### src/rtl/cv32e40p_imem_arbiter_if.sv
// ---------------------------------------------------------------------------
// cv32e40p_imem_arbiter_if
// Bundle of the three buses around the instruction memory arbiter:
//   fetch_* : IF-stage read port (req/addr/flush in, gnt/rvalid/rdata out)
//   ext_*   : debug/loader read-write port (req/we/be/addr/wdata in,
//             gnt/rvalid/rdata out)
//   mem_*   : single-port synchronous memory (req/we/be/addr/wdata out,
//             rdata in, valid one cycle after a read access)
// Modports:
//   slave  : the arbiter's view
//   master : the surrounding system's view (requesters plus memory)
// ---------------------------------------------------------------------------
interface cv32e40p_imem_arbiter_if;
  logic        fetch_req_i;
  logic [31:0] fetch_addr_i;
  logic        fetch_flush_i;
  logic        fetch_gnt_o;
  logic        fetch_rvalid_o;
  logic [31:0] fetch_rdata_o;

  logic        ext_req_i;
  logic        ext_we_i;
  logic [3:0]  ext_be_i;
  logic [31:0] ext_addr_i;
  logic [31:0] ext_wdata_i;
  logic        ext_gnt_o;
  logic        ext_rvalid_o;
  logic [31:0] ext_rdata_o;

  logic        mem_req_o;
  logic        mem_we_o;
  logic [3:0]  mem_be_o;
  logic [31:0] mem_addr_o;
  logic [31:0] mem_wdata_o;
  logic [31:0] mem_rdata_i;

  modport slave (
    input  fetch_req_i, fetch_addr_i, fetch_flush_i,
    output fetch_gnt_o, fetch_rvalid_o, fetch_rdata_o,
    input  ext_req_i, ext_we_i, ext_be_i, ext_addr_i, ext_wdata_i,
    output ext_gnt_o, ext_rvalid_o, ext_rdata_o,
    output mem_req_o, mem_we_o, mem_be_o, mem_addr_o, mem_wdata_o,
    input  mem_rdata_i
  );

  modport master (
    output fetch_req_i, fetch_addr_i, fetch_flush_i,
    input  fetch_gnt_o, fetch_rvalid_o, fetch_rdata_o,
    output ext_req_i, ext_we_i, ext_be_i, ext_addr_i, ext_wdata_i,
    input  ext_gnt_o, ext_rvalid_o, ext_rdata_o,
    input  mem_req_o, mem_we_o, mem_be_o, mem_addr_o, mem_wdata_o,
    output mem_rdata_i
  );
endinterface

### src/rtl/cv32e40p_imem_arbiter.sv
// ---------------------------------------------------------------------------
// cv32e40p_imem_arbiter
// Shares one single-port synchronous instruction memory between the core
// fetch port and an external (debug / loader) port. Grants are combinational
// from the requests; read data returns exactly one cycle after the grant.
// Fetch has priority unless the external port has been blocked MAX_WAIT
// cycles, in which case it is forced through. A fetch flush suppresses the
// response to the fetch granted in the previous cycle.
// Parameters:
//   MAX_WAIT : blocked cycles before the external port wins (1..15)
// Ports:
//   clk   : clock, rising edge
//   rst_n : asynchronous active-low reset; forces every output to 0
//   bus   : fetch / ext / mem buses (slave modport)
// ---------------------------------------------------------------------------
module cv32e40p_imem_arbiter #(
  parameter int unsigned MAX_WAIT = 4
) (
  input logic                    clk,
  input logic                    rst_n,
  cv32e40p_imem_arbiter_if.slave bus
);

  localparam logic [3:0] WAIT_LIMIT = 4'(MAX_WAIT);

  typedef enum logic [1:0] {
    RESP_IDLE,
    RESP_FETCH,
    RESP_EXT_R,
    RESP_EXT_W
  } resp_e;

  resp_e      resp_q;
  logic [3:0] ext_wait_q;
  logic       ext_prio;
  logic       fetch_gnt;
  logic       ext_gnt;

  assign ext_prio = (ext_wait_q == WAIT_LIMIT);

  // Grants are gated by rst_n so nothing reaches the memory while in reset,
  // even with requests already asserted.
  always_comb begin
    fetch_gnt = 1'b0;
    ext_gnt   = 1'b0;
    if (rst_n) begin
      if (bus.ext_req_i && (ext_prio || !bus.fetch_req_i)) begin
        ext_gnt = 1'b1;
      end else if (bus.fetch_req_i) begin
        fetch_gnt = 1'b1;
      end
    end
  end

  assign bus.fetch_gnt_o = fetch_gnt;
  assign bus.ext_gnt_o   = ext_gnt;

  always_comb begin
    bus.mem_req_o   = 1'b0;
    bus.mem_we_o    = 1'b0;
    bus.mem_be_o    = 4'h0;
    bus.mem_addr_o  = 32'h0;
    bus.mem_wdata_o = 32'h0;
    if (ext_gnt) begin
      bus.mem_req_o   = 1'b1;
      bus.mem_we_o    = bus.ext_we_i;
      bus.mem_be_o    = bus.ext_be_i;
      bus.mem_addr_o  = {bus.ext_addr_i[31:2], 2'b00};
      bus.mem_wdata_o = bus.ext_wdata_i;
    end else if (fetch_gnt) begin
      bus.mem_req_o   = 1'b1;
      bus.mem_be_o    = 4'hF;
      bus.mem_addr_o  = {bus.fetch_addr_i[31:2], 2'b00};
    end
  end

  // resp_q records who owns the memory read data arriving next cycle.
  // ext_wait_q counts consecutive blocked external cycles and saturates.
  always_ff @(posedge clk or negedge rst_n) begin
    if (!rst_n) begin
      resp_q     <= RESP_IDLE;
      ext_wait_q <= 4'h0;
    end else begin
      if (ext_gnt) begin
        resp_q <= bus.ext_we_i ? RESP_EXT_W : RESP_EXT_R;
      end else if (fetch_gnt) begin
        resp_q <= RESP_FETCH;
      end else begin
        resp_q <= RESP_IDLE;
      end

      if (bus.ext_req_i && !ext_gnt) begin
        if (ext_wait_q != WAIT_LIMIT) begin
          ext_wait_q <= ext_wait_q + 4'h1;
        end
      end else begin
        ext_wait_q <= 4'h0;
      end
    end
  end

  // Flush only masks the response of the previous-cycle fetch; it never
  // touches resp_q, so a fetch granted alongside the flush still returns.
  assign bus.fetch_rvalid_o = (resp_q == RESP_FETCH) && !bus.fetch_flush_i;
  assign bus.fetch_rdata_o  = bus.fetch_rvalid_o ? bus.mem_rdata_i : 32'h0;
  assign bus.ext_rvalid_o   = (resp_q == RESP_EXT_R) || (resp_q == RESP_EXT_W);
  assign bus.ext_rdata_o    = (resp_q == RESP_EXT_R) ? bus.mem_rdata_i : 32'h0;

endmodule

### src/flat_wrapper.sv
// flat-port wrapper written by rule: the top's interface ports become plain ports
module cv32e40p_imem_arbiter_flat 
#(
  parameter int unsigned MAX_WAIT = 4
)
  (clk, rst_n, bus_fetch_req_i, bus_fetch_addr_i, bus_fetch_flush_i, bus_fetch_gnt_o, bus_fetch_rvalid_o, bus_fetch_rdata_o, bus_ext_req_i, bus_ext_we_i, bus_ext_be_i, bus_ext_addr_i, bus_ext_wdata_i, bus_ext_gnt_o, bus_ext_rvalid_o, bus_ext_rdata_o, bus_mem_req_o, bus_mem_we_o, bus_mem_be_o, bus_mem_addr_o, bus_mem_wdata_o, bus_mem_rdata_i);
  cv32e40p_imem_arbiter_if bus_i ();
  input logic clk;
  input logic rst_n;
  input wire logic [$bits(bus_i.fetch_req_i)-1:0] bus_fetch_req_i;
  input wire logic [$bits(bus_i.fetch_addr_i)-1:0] bus_fetch_addr_i;
  input wire logic [$bits(bus_i.fetch_flush_i)-1:0] bus_fetch_flush_i;
  output wire logic [$bits(bus_i.fetch_gnt_o)-1:0] bus_fetch_gnt_o;
  output wire logic [$bits(bus_i.fetch_rvalid_o)-1:0] bus_fetch_rvalid_o;
  output wire logic [$bits(bus_i.fetch_rdata_o)-1:0] bus_fetch_rdata_o;
  input wire logic [$bits(bus_i.ext_req_i)-1:0] bus_ext_req_i;
  input wire logic [$bits(bus_i.ext_we_i)-1:0] bus_ext_we_i;
  input wire logic [$bits(bus_i.ext_be_i)-1:0] bus_ext_be_i;
  input wire logic [$bits(bus_i.ext_addr_i)-1:0] bus_ext_addr_i;
  input wire logic [$bits(bus_i.ext_wdata_i)-1:0] bus_ext_wdata_i;
  output wire logic [$bits(bus_i.ext_gnt_o)-1:0] bus_ext_gnt_o;
  output wire logic [$bits(bus_i.ext_rvalid_o)-1:0] bus_ext_rvalid_o;
  output wire logic [$bits(bus_i.ext_rdata_o)-1:0] bus_ext_rdata_o;
  output wire logic [$bits(bus_i.mem_req_o)-1:0] bus_mem_req_o;
  output wire logic [$bits(bus_i.mem_we_o)-1:0] bus_mem_we_o;
  output wire logic [$bits(bus_i.mem_be_o)-1:0] bus_mem_be_o;
  output wire logic [$bits(bus_i.mem_addr_o)-1:0] bus_mem_addr_o;
  output wire logic [$bits(bus_i.mem_wdata_o)-1:0] bus_mem_wdata_o;
  input wire logic [$bits(bus_i.mem_rdata_i)-1:0] bus_mem_rdata_i;
  assign bus_i.fetch_req_i = bus_fetch_req_i;
  assign bus_i.fetch_addr_i = bus_fetch_addr_i;
  assign bus_i.fetch_flush_i = bus_fetch_flush_i;
  assign bus_fetch_gnt_o = bus_i.fetch_gnt_o;
  assign bus_fetch_rvalid_o = bus_i.fetch_rvalid_o;
  assign bus_fetch_rdata_o = bus_i.fetch_rdata_o;
  assign bus_i.ext_req_i = bus_ext_req_i;
  assign bus_i.ext_we_i = bus_ext_we_i;
  assign bus_i.ext_be_i = bus_ext_be_i;
  assign bus_i.ext_addr_i = bus_ext_addr_i;
  assign bus_i.ext_wdata_i = bus_ext_wdata_i;
  assign bus_ext_gnt_o = bus_i.ext_gnt_o;
  assign bus_ext_rvalid_o = bus_i.ext_rvalid_o;
  assign bus_ext_rdata_o = bus_i.ext_rdata_o;
  assign bus_mem_req_o = bus_i.mem_req_o;
  assign bus_mem_we_o = bus_i.mem_we_o;
  assign bus_mem_be_o = bus_i.mem_be_o;
  assign bus_mem_addr_o = bus_i.mem_addr_o;
  assign bus_mem_wdata_o = bus_i.mem_wdata_o;
  assign bus_i.mem_rdata_i = bus_mem_rdata_i;
  cv32e40p_imem_arbiter #(.MAX_WAIT(MAX_WAIT)) u_core (.clk(clk), .rst_n(rst_n), .bus(bus_i));
endmodule
### config.mk
export PLATFORM = sky130hd
export DESIGN_NAME = cv32e40p_imem_arbiter_flat
export DESIGN_NICKNAME = d
export VERILOG_FILES = /design/src/rtl/cv32e40p_imem_arbiter_if.sv /design/src/rtl/cv32e40p_imem_arbiter.sv /design/src/flat_wrapper.sv
export SDC_FILE = /design/constraint.sdc
export NUM_CORES = 1
export LEC_CHECK = 0
export CORE_AREA = 5 5 104 106
export CTS_BUF_LIST = sky130_fd_sc_hd__clkbuf_8
export DETAILED_ROUTE_END_ITERATION = 6
export DIE_AREA = 0 0 109 111
export GPL_ROUTABILITY_DRIVEN = 0
export PLACE_DENSITY_LB_ADDON = 0.12
export SYNTH_ARGS = -nofsm -noshare
export SYNTH_HDL_FRONTEND = slang
export SYNTH_SLANG_ARGS = --single-unit
### constraint.sdc
create_clock -name clk -period 3.5 [get_ports clk]
set_clock_uncertainty 0.2 [all_clocks]
set_input_delay 0.7 -clock clk [delete_from_list [all_inputs] [get_ports clk]]
set_output_delay 0.7 -clock clk [all_outputs]
set_load 0.005 [all_outputs]
==> Flow_metrics.wiki, run 1 <==
{| class="wikitable"
! Metric !! Value
|-
| Setup slack, reg-to-reg || 1.77 ns
|-
| Worst VDD drop || 0.07245 mV
|-
| Starting utilization of the core area || 14.46%
|-
| Overall fraction of global-route tracks in use || 14.31%
|-
| Sw power || 0.0001493 W
|-
| RSZ-0062 raised after global routing || false
|-
| Number of buffers added for setup after CTS || 0
|-
| Kind of cell adding the most delay to the critical path || buffers and inverters
|-
| Power share of the clock group || 17.3%
|-
| Startpoint of the worst hold path || u_core.ext_wait_q[1]
|-
| Clock buffer count from CTS || 3
|-
| Number of iterations in the first detailed-routing pass || 4
|-
| Final-report max-slew violation count || 0
|-
| Switching power as a share of total power || 25.42%
|-
| Number of antenna cells inserted || 0
|-
| Post-synthesis instance total || 183
|-
| Total setup violations reported at the end of the flow || 0
|-
| Total wirelength of the detailed-routed design || 9414 um
|-
| Avg Synthesized Cell Area || 7.651 um^2
|-
| End of the worst register-to-register path || u_core.ext_wait_q[2]
|-
| Total Power || 0.0005875 W
|-
| Number of logic stages on the critical path including buffering || 6
|-
| Buffer and inverter count on the worst path || 3
|-
| Static leakage || 1.704 nW
|-
| Cell at the root of the clock tree || sky130_fd_sc_hd__clkbuf_8
|-
| Critical Setup Path Class || in -> out
|-
| Slowest cell on crit path || sky130_fd_sc_hd__clkdlybuf4s50_1
|-
| Top-level port count || 276
|-
| Number of nets in the finished design || 589
|-
| Port Buffers || 269
|-
| Die extent in x || 109 um
|-
| Global-route wire length before repair || 13340 um
|-
| Post-DP HPWL || 8588 um
|-
| Kind of start point of the critical path || input pin
|-
| Worst hold-check path type || reg -> reg
|-
| Number of flip-flops and latches in the synthesized netlist || 6
|-
| Peak Freq || 299.3 MHz
|-
| Longest Clk Path Bufs || 2
|-
| Biggest cell delay along the critical path || 0.54 ns
|-
| Clock network latency to the later pin of the worst-skew pair || 0.22 ns
|-
| Growth of design area from synthesis to finish || 208.3%
|-
| Number of global-route vias before repair || 2317
|-
| Sinks on the clock net || 6
|-
| Clock transition at path regs || 0.04 ns
|-
| Number of enable flip-flop cells after synthesis || 0
|-
| Max Fanout on Critical Path || 32
|-
| Remaining global-route overflow || 0
|-
| Die span in y || 111 um
|-
| Initial antenna violation count || 0
|-
| Pin count of the biggest net entering global routing || 40
|-
| Required time of the worst setup path || 2.60 ns
|-
| DR DRC count || 0
|-
| Antenna Nets Post-Route || 0
|-
| Worst Hold End || u_core.ext_wait_q[1]
|-
| CTS tree || yes
|-
| Cell area after synthesis || 1400 um^2
|-
| Total instance count after detailed placement || 577
|-
| Result of the run || finished, final reports clean
|-
| Cell-internal power || 0.0004381 W
|-
| Hold Vio Cnt, Final || 0
|-
| Number of vias in the routed layout || 2276
|-
| Ratio of total power to cell area || 136.1 nW/um^2
|-
| Tmin final || 3.341 ns
|-
| Critical register-to-register path startpoint || u_core.ext_wait_q[0]
|-
| Total Neg Setup Slack || 0 ns
|-
| Average vias per placed instance || 3.924
|-
| Series of cell instances along the critical path || clkdlybuf4s50_1, nand2_1, a21oi_4, buf_12, a22o_1, clkdlybuf4s50_1
|-
| Level count of the clock H-tree || 1
|-
| Arrival time of data at the critical path endpoint || 2.44 ns
|-
| Count of yosys warnings during synthesis || 0
|-
| Flip-flop cell with the highest count after synthesis || sky130_fd_sc_hd__dfrtp_1
|-
| Fin crit share || 95.46%
|-
| Number of maximum-capacitance constraint violations || 0
|-
| Number of cell instances on the worst register-to-register path || 5
|-
| Number of cells on the worst hold path || 2
|-
| Post_cts resized || 0
|-
| Hold_buf cts || 0
|-
| Final Instance Count excl. Fillers || 580
|-
| Sequential fraction of the synthesis area || 10.72%
|-
| Distinct cell type count of the synthesized netlist || 27
|-
| Number of filler instances in the final layout || 969
|-
| Layout cell share with drive strength beyond 1 || 5.817%
|-
| Share of synthesized flip-flops with an asynchronous set or reset || 100.0%
|-
| Capturing element type of the critical path || output port
|-
| Combinational Power Share || 69.3%
|-
| Full die area || 12100 um^2
|-
| Total number of placement rows || 36
|-
| Initial drt markers || 55
|-
| CORE AREA || 9684 um^2
|-
| Cell type with the highest occurrence count on the critical path || sky130_fd_sc_hd__clkdlybuf4s50_1
|-
| WL per Instance || 16.23 um
|-
| Share of total power in sequential cells || 13.4%
|}
==> cell usage in the layout (no fill, tap or decap), drive strengths merged <==
cell type and n:
clkbuf 3, nand3b 1, a21o 5, inv 2, clkdlybuf4s50 269, and3b 1
nor2b 1, nand3 1, dfrtp 6, or2 1, nand2 2, mux2i 2
xnor2 1, xor2 1, a21oi 2, ha 2, a22o 30, buf 10
and2 97, nor2 2, conb 2, nor3b 5, a21boi 1
==> layer usage <==
metal / GRT usage, % / wire length (um) / vias up
li1: - / - / 1141
met5: 0 / 0 / -
met4: 2.694 / 80 / 0
met2: 29.32 / 5142 / 159
met1: 12.32 / 2896 / 970
met3: 6.174 / 1294 / 6
==> cell type report <==
type / instances / area [um^2] / share of cell area (%)
sequential: 6 / 150.1 / 3.478
timing repair buffer: 279 / 2818 / 65.28
clock buffer: 3 / 41.29 / 0.9565
tap: 133 / 166.4 / 3.855
multi-input combinational: 157 / 1134 / 26.26
inverter: 2 / 7.507 / 0.1739
==> metrics by stage <==
stage | hold WS, ns | util [%] | worst slack, ns | instance area, um^2
finish | 0.4455 | 44.57 | 0.1590 | 4317
global route | 0.5011 | 44.57 | 0.06089 | 4317
CTS | 0.4484 | 44.57 | 0.1185 | 4317
detailed placement | 0.4413 | 44.15 | 0.1195 | 4275
global placement | 0.4397 | 44.15 | 0.1183 | 4275
floorplan | 0.2044 | - | 1.159 | 1404
==> power groups by stage <==
stage          sequential, W  combinational [W]  clock [W]
6_report           0.0000785           0.000407   0.000102
5_1_grt            0.0000792           0.000437   0.000109
4_1_cts            0.0000786           0.000416   0.000103
3_5_place_dp       0.0000795           0.000415          0
3_3_place_gp       0.0000792           0.000411          0
2_1_floorplan      0.0000784           0.000109          0
==> state kept, by name, summed over array words and instances, names as in the netlist <==
signal and flops:
u_core.resp_q 2, u_core.ext_wait_q 4
==> Yosys cell counts, types with 2 or more instances <==
| library cell | count | area (um^2) |
|---|---|---|
| sky130_fd_sc_hd__a21o_2 | 5 | 43.79 |
| sky130_fd_sc_hd__a22o_1 | 28 | 245.2 |
| sky130_fd_sc_hd__a22o_2 | 2 | 20.02 |
| sky130_fd_sc_hd__and2_1 | 97 | 606.8 |
| sky130_fd_sc_hd__buf_2 | 5 | 25.02 |
| sky130_fd_sc_hd__buf_4 | 3 | 22.52 |
| sky130_fd_sc_hd__buf_8 | 3 | 45.04 |
| sky130_fd_sc_hd__clkbuf_1 | 6 | 22.52 |
| sky130_fd_sc_hd__clkbuf_2 | 2 | 10.01 |
| sky130_fd_sc_hd__dfrtp_1 | 6 | 150.1 |
| sky130_fd_sc_hd__ha_1 | 2 | 25.02 |
| sky130_fd_sc_hd__inv_1 | 2 | 7.510 |
| sky130_fd_sc_hd__mux2i_1 | 2 | 20.02 |
| sky130_fd_sc_hd__nand2_1 | 2 | 7.510 |
| sky130_fd_sc_hd__nor2_1 | 2 | 7.510 |
| sky130_fd_sc_hd__nor3b_1 | 5 | 37.54 |
==> cell families (layout without fill, tap and decap cells) <==
family          count (synthesis)  count (layout)  synth area share, %
compound gates                 38              38                24.40
xor+xnor                        2               2                1.251
buf+inv                        21             284                9.472
flops                           6               6                10.72
fa+ha+maj                       2               2                1.787
other cells                     1               2               0.2678
mux                             2               2                1.430
simple gates                  111             111                50.67
==> worst min-delay path, delay by kind of cell, from the launching register on <==
| family | cells | cell delay, ns |
|---|---|---|
| multiplexers | 1 | 0.14 |
| flip-flops | 1 | 0.40 |
| AND/OR/NAND/NOR | 1 | 0.06 |
==> worst max-delay path by stage <==
stage,start,slack (ns),end
finish,rst_n,0.16,bus_mem_addr_o[22]
global route,rst_n,0.06,bus_mem_addr_o[20]
CTS,rst_n,0.12,bus_mem_addr_o[22]
detailed placement,rst_n,0.12,bus_mem_addr_o[22]
global placement,rst_n,0.12,bus_mem_addr_o[22]
floorplan,u_core.ext_wait_q[0],1.16,bus_mem_addr_o[29]
(Power assumes the default switching activity.)
==> inputs of run 2 (changes only) <==
--- a/config.mk
+++ b/config.mk
@@ -10,6 +10,7 @@
 export DETAILED_ROUTE_END_ITERATION = 6
 export DIE_AREA = 0 0 109 111
 export GPL_ROUTABILITY_DRIVEN = 0
+export GPL_TIMING_DRIVEN = 0
 export PLACE_DENSITY_LB_ADDON = 0.12
 export SYNTH_ARGS = -nofsm -noshare
 export SYNTH_HDL_FRONTEND = slang
==> run 2 against run 1 <==
Against the previous run: fmax fell by 1.0%; first-iteration DRC count rose by 1.8%; sequential power about the same; cell count is 1.9% higher; clock-buffer cell count unchanged; non-clock buffer count is 11 higher; clock power barely moved; flip-flop and latch count stayed put; critical endpoint unchanged; highest routed layer unchanged.
==> Flow_metrics.wiki, run 2 (synthesis results as in run 1) <==
{| class="wikitable"
! Metric !! Value
|-
| Cell at the root of the clock tree || sky130_fd_sc_hd__clkbuf_8
|-
| Capturing element type of the critical path || output port
|-
| Overall fraction of global-route tracks in use || 15.06%
|-
| Clock buffer count from CTS || 3
|-
| Ratio of total power to cell area || 136.5 nW/um^2
|-
| Total setup violations reported at the end of the flow || 0
|-
| WL per Instance || 16.35 um
|-
| Combinational Power Share || 69.1%
|-
| CTS tree || yes
|-
| Placed cell area || 4263 um^2
|-
| Worst hold-check path type || in -> async
|-
| Power share of the clock group || 17.6%
|-
| Worst Setup Slack, final || 0.1246 ns
|-
| Switching power as a share of total power || 25.93%
|-
| Buffer and inverter count on the worst path || 4
|-
| Static leakage || 1.743 nW
|-
| Worst VDD drop || 0.05866 mV
|-
| Biggest cell delay along the critical path || 0.56 ns
|-
| Most frequent cells in the layout || sky130_fd_sc_hd__clkdlybuf4s50_1, sky130_fd_sc_hd__and2_1, sky130_fd_sc_hd__a22o_1
|-
| Peak Freq || 296.3 MHz
|-
| Die span in y || 111 um
|-
| Tmin final || 3.375 ns
|-
| Cell-internal power || 0.0004394 W
|-
| Top-level port count || 276
|-
| Critical Setup Path Class || in -> out
|-
| CORE AREA || 9684 um^2
|-
| Initial antenna violation count || 0
|-
| Full die area || 12100 um^2
|-
| Hold Vio Cnt, Final || 0
|-
| Most frequent standard cell in the layout excluding fill and tap cells || sky130_fd_sc_hd__clkdlybuf4s50_1
|-
| Sw power || 0.0001539 W
|-
| DR DRC count || 0
|-
| Average vias per placed instance || 3.924
|-
| Number of cell instances on the worst register-to-register path || 7
|-
| Regs by FF count || u_core.ext_wait_q (4), u_core.resp_q (2)
|-
| Initial drt markers || 56
|-
| Max Fanout on Critical Path || 10
|-
| Worst setup timing slack at the placement stage || -0.3364 ns
|-
| Number of vias in the routed layout || 2319
|-
| Total wirelength of the detailed-routed design || 9665 um
|-
| Area of all placed cells without fillers || 4347 um^2
|-
| Flip-flop count of the largest register, all copies and words added || 4
|-
| Series of cell instances along the critical path || clkdlybuf4s50_1, nand2_1, a21oi_4, buf_12, buf_8, a22o_1, clkdlybuf4s50_1
|-
| Post-DP HPWL || 8993 um
|-
| Hold_buf cts || 0
|-
| Die extent in x || 109 um
|-
| Remaining global-route overflow || 0
|-
| Layout cell share with drive strength beyond 1 || 7.424%
|-
| Number of antenna cells inserted || 0
|-
| Largest reg by FF count || u_core.ext_wait_q
|-
| Port Buffers || 269
|-
| Total number of placement rows || 36
|-
| Clock transition at path regs || 0.04 ns
|-
| Fin crit share || 96.44%
|-
| Number of iterations in the first detailed-routing pass || 3
|-
| Cell type with the highest occurrence count on the critical path || sky130_fd_sc_hd__clkdlybuf4s50_1
|-
| Arrival time of data at the critical path endpoint || 2.48 ns
|-
| Longest Clk Path Bufs || 2
|-
| Share of total power in sequential cells || 13.3%
|-
| Number of global-route vias before repair || 2383
|-
| Number of nets in the finished design || 600
|-
| Number of maximum-capacitance constraint violations || 0
|-
| RSZ-0062 raised after global routing || false
|-
| Slowest cell on crit path || sky130_fd_sc_hd__clkdlybuf4s50_1
|-
| Total Neg Setup Slack || 0 ns
|-
| Antenna Nets Post-Route || 0
|-
| Clock network latency to the later pin of the worst-skew pair || 0.22 ns
|-
| Sinks on the clock net || 6
|-
| Kind of cell adding the most delay to the critical path || buffers and inverters
|-
| Starting utilization of the core area || 14.46%
|-
| Number of logic stages on the critical path including buffering || 7
|-
| Final-report max-slew violation count || 0
|-
| Pin count of the biggest net entering global routing || 12
|-
| Growth of design area from synthesis to finish || 210.5%
|-
| Required time of the worst setup path || 2.60 ns
|-
| Level count of the clock H-tree || 1
|-
| Kind of start point of the critical path || input pin
|-
| Result of the run || finished, final reports clean
|-
| Global-route wire length before repair || 13940 um
|}
[run 2: path summary, 6_finish.rpt]
| kind | start | end | slack [ns] |
|---|---|---|---|
| setup / recovery | bus_fetch_req_i | bus_mem_addr_o[22] | 0.12 |
| hold reg to reg | u_core.ext_wait_q[3] | u_core.ext_wait_q[3] | 0.45 |
| setup reg to reg | u_core.ext_wait_q[0] | u_core.resp_q[0] | 1.68 |
| min in group clk | u_core.ext_wait_q[3] | u_core.ext_wait_q[3] | 0.45 |
| max in group asynchronous | rst_n | u_core.resp_q[1] | 2.81 |
| hold / removal | rst_n | u_core.ext_wait_q[2] | 0.11 |
[run 2: power by group through the flow]
| stage | combinational (W) | clock (W) | sequential (W) |
|---|---|---|---|
| final | 0.000410 | 0.000105 | 0.0000788 |
| after global routing | 0.000441 | 0.000111 | 0.0000796 |
| after CTS | 0.000418 | 0.000108 | 0.0000789 |
| after detailed placement | 0.000412 | 0 | 0.0000796 |
| after global placement | 0.000409 | 0 | 0.0000792 |
| after floorplan | 0.000109 | 0 | 0.0000784 |
[run 2: cell type report]
type                       instances  area, um^2
buffer                            19       133.9
tap                              133       166.4
fill                             992        5338
clock buffer                       3       41.29
timing repair buffer             271        2714
inverter                           2       7.507
multi-input combinational        157        1134
sequential                         6       150.1
[run 2: repair_timing]
item / in CTS / in global routing
resized for setup: 6 / 6
endpoints found under the setup margin: 99 / 56
setup buffers: 2 / 0
gates cloned: 0 / 0
[run 2: layer usage]
layer	GRT usage (%)	routed length, um	vias to the layer above
met3	7.047	1372	9
met4	3.620	140	0
met5	0	0	-
met1	13.05	2841	985
li1	-	-	1162
met2	29.98	5311	163
[run 2: per-stage QoR]
stage / power (W) / cells / hold slack [ns] / utilization (%)
CTS: 0.0006051 / 591 / 0.2987 / 44.90
finish: 0.0005933 / 591 / 0.1141 / 44.88
floorplan: 0.0001871 / 184 / 0.2044 / -
global route: 0.0006322 / 591 / 0.1288 / 44.88
global placement: 0.0004878 / 586 / 0.4447 / 44.02
detailed placement: 0.0004913 / 586 / 0.4388 / 44.02
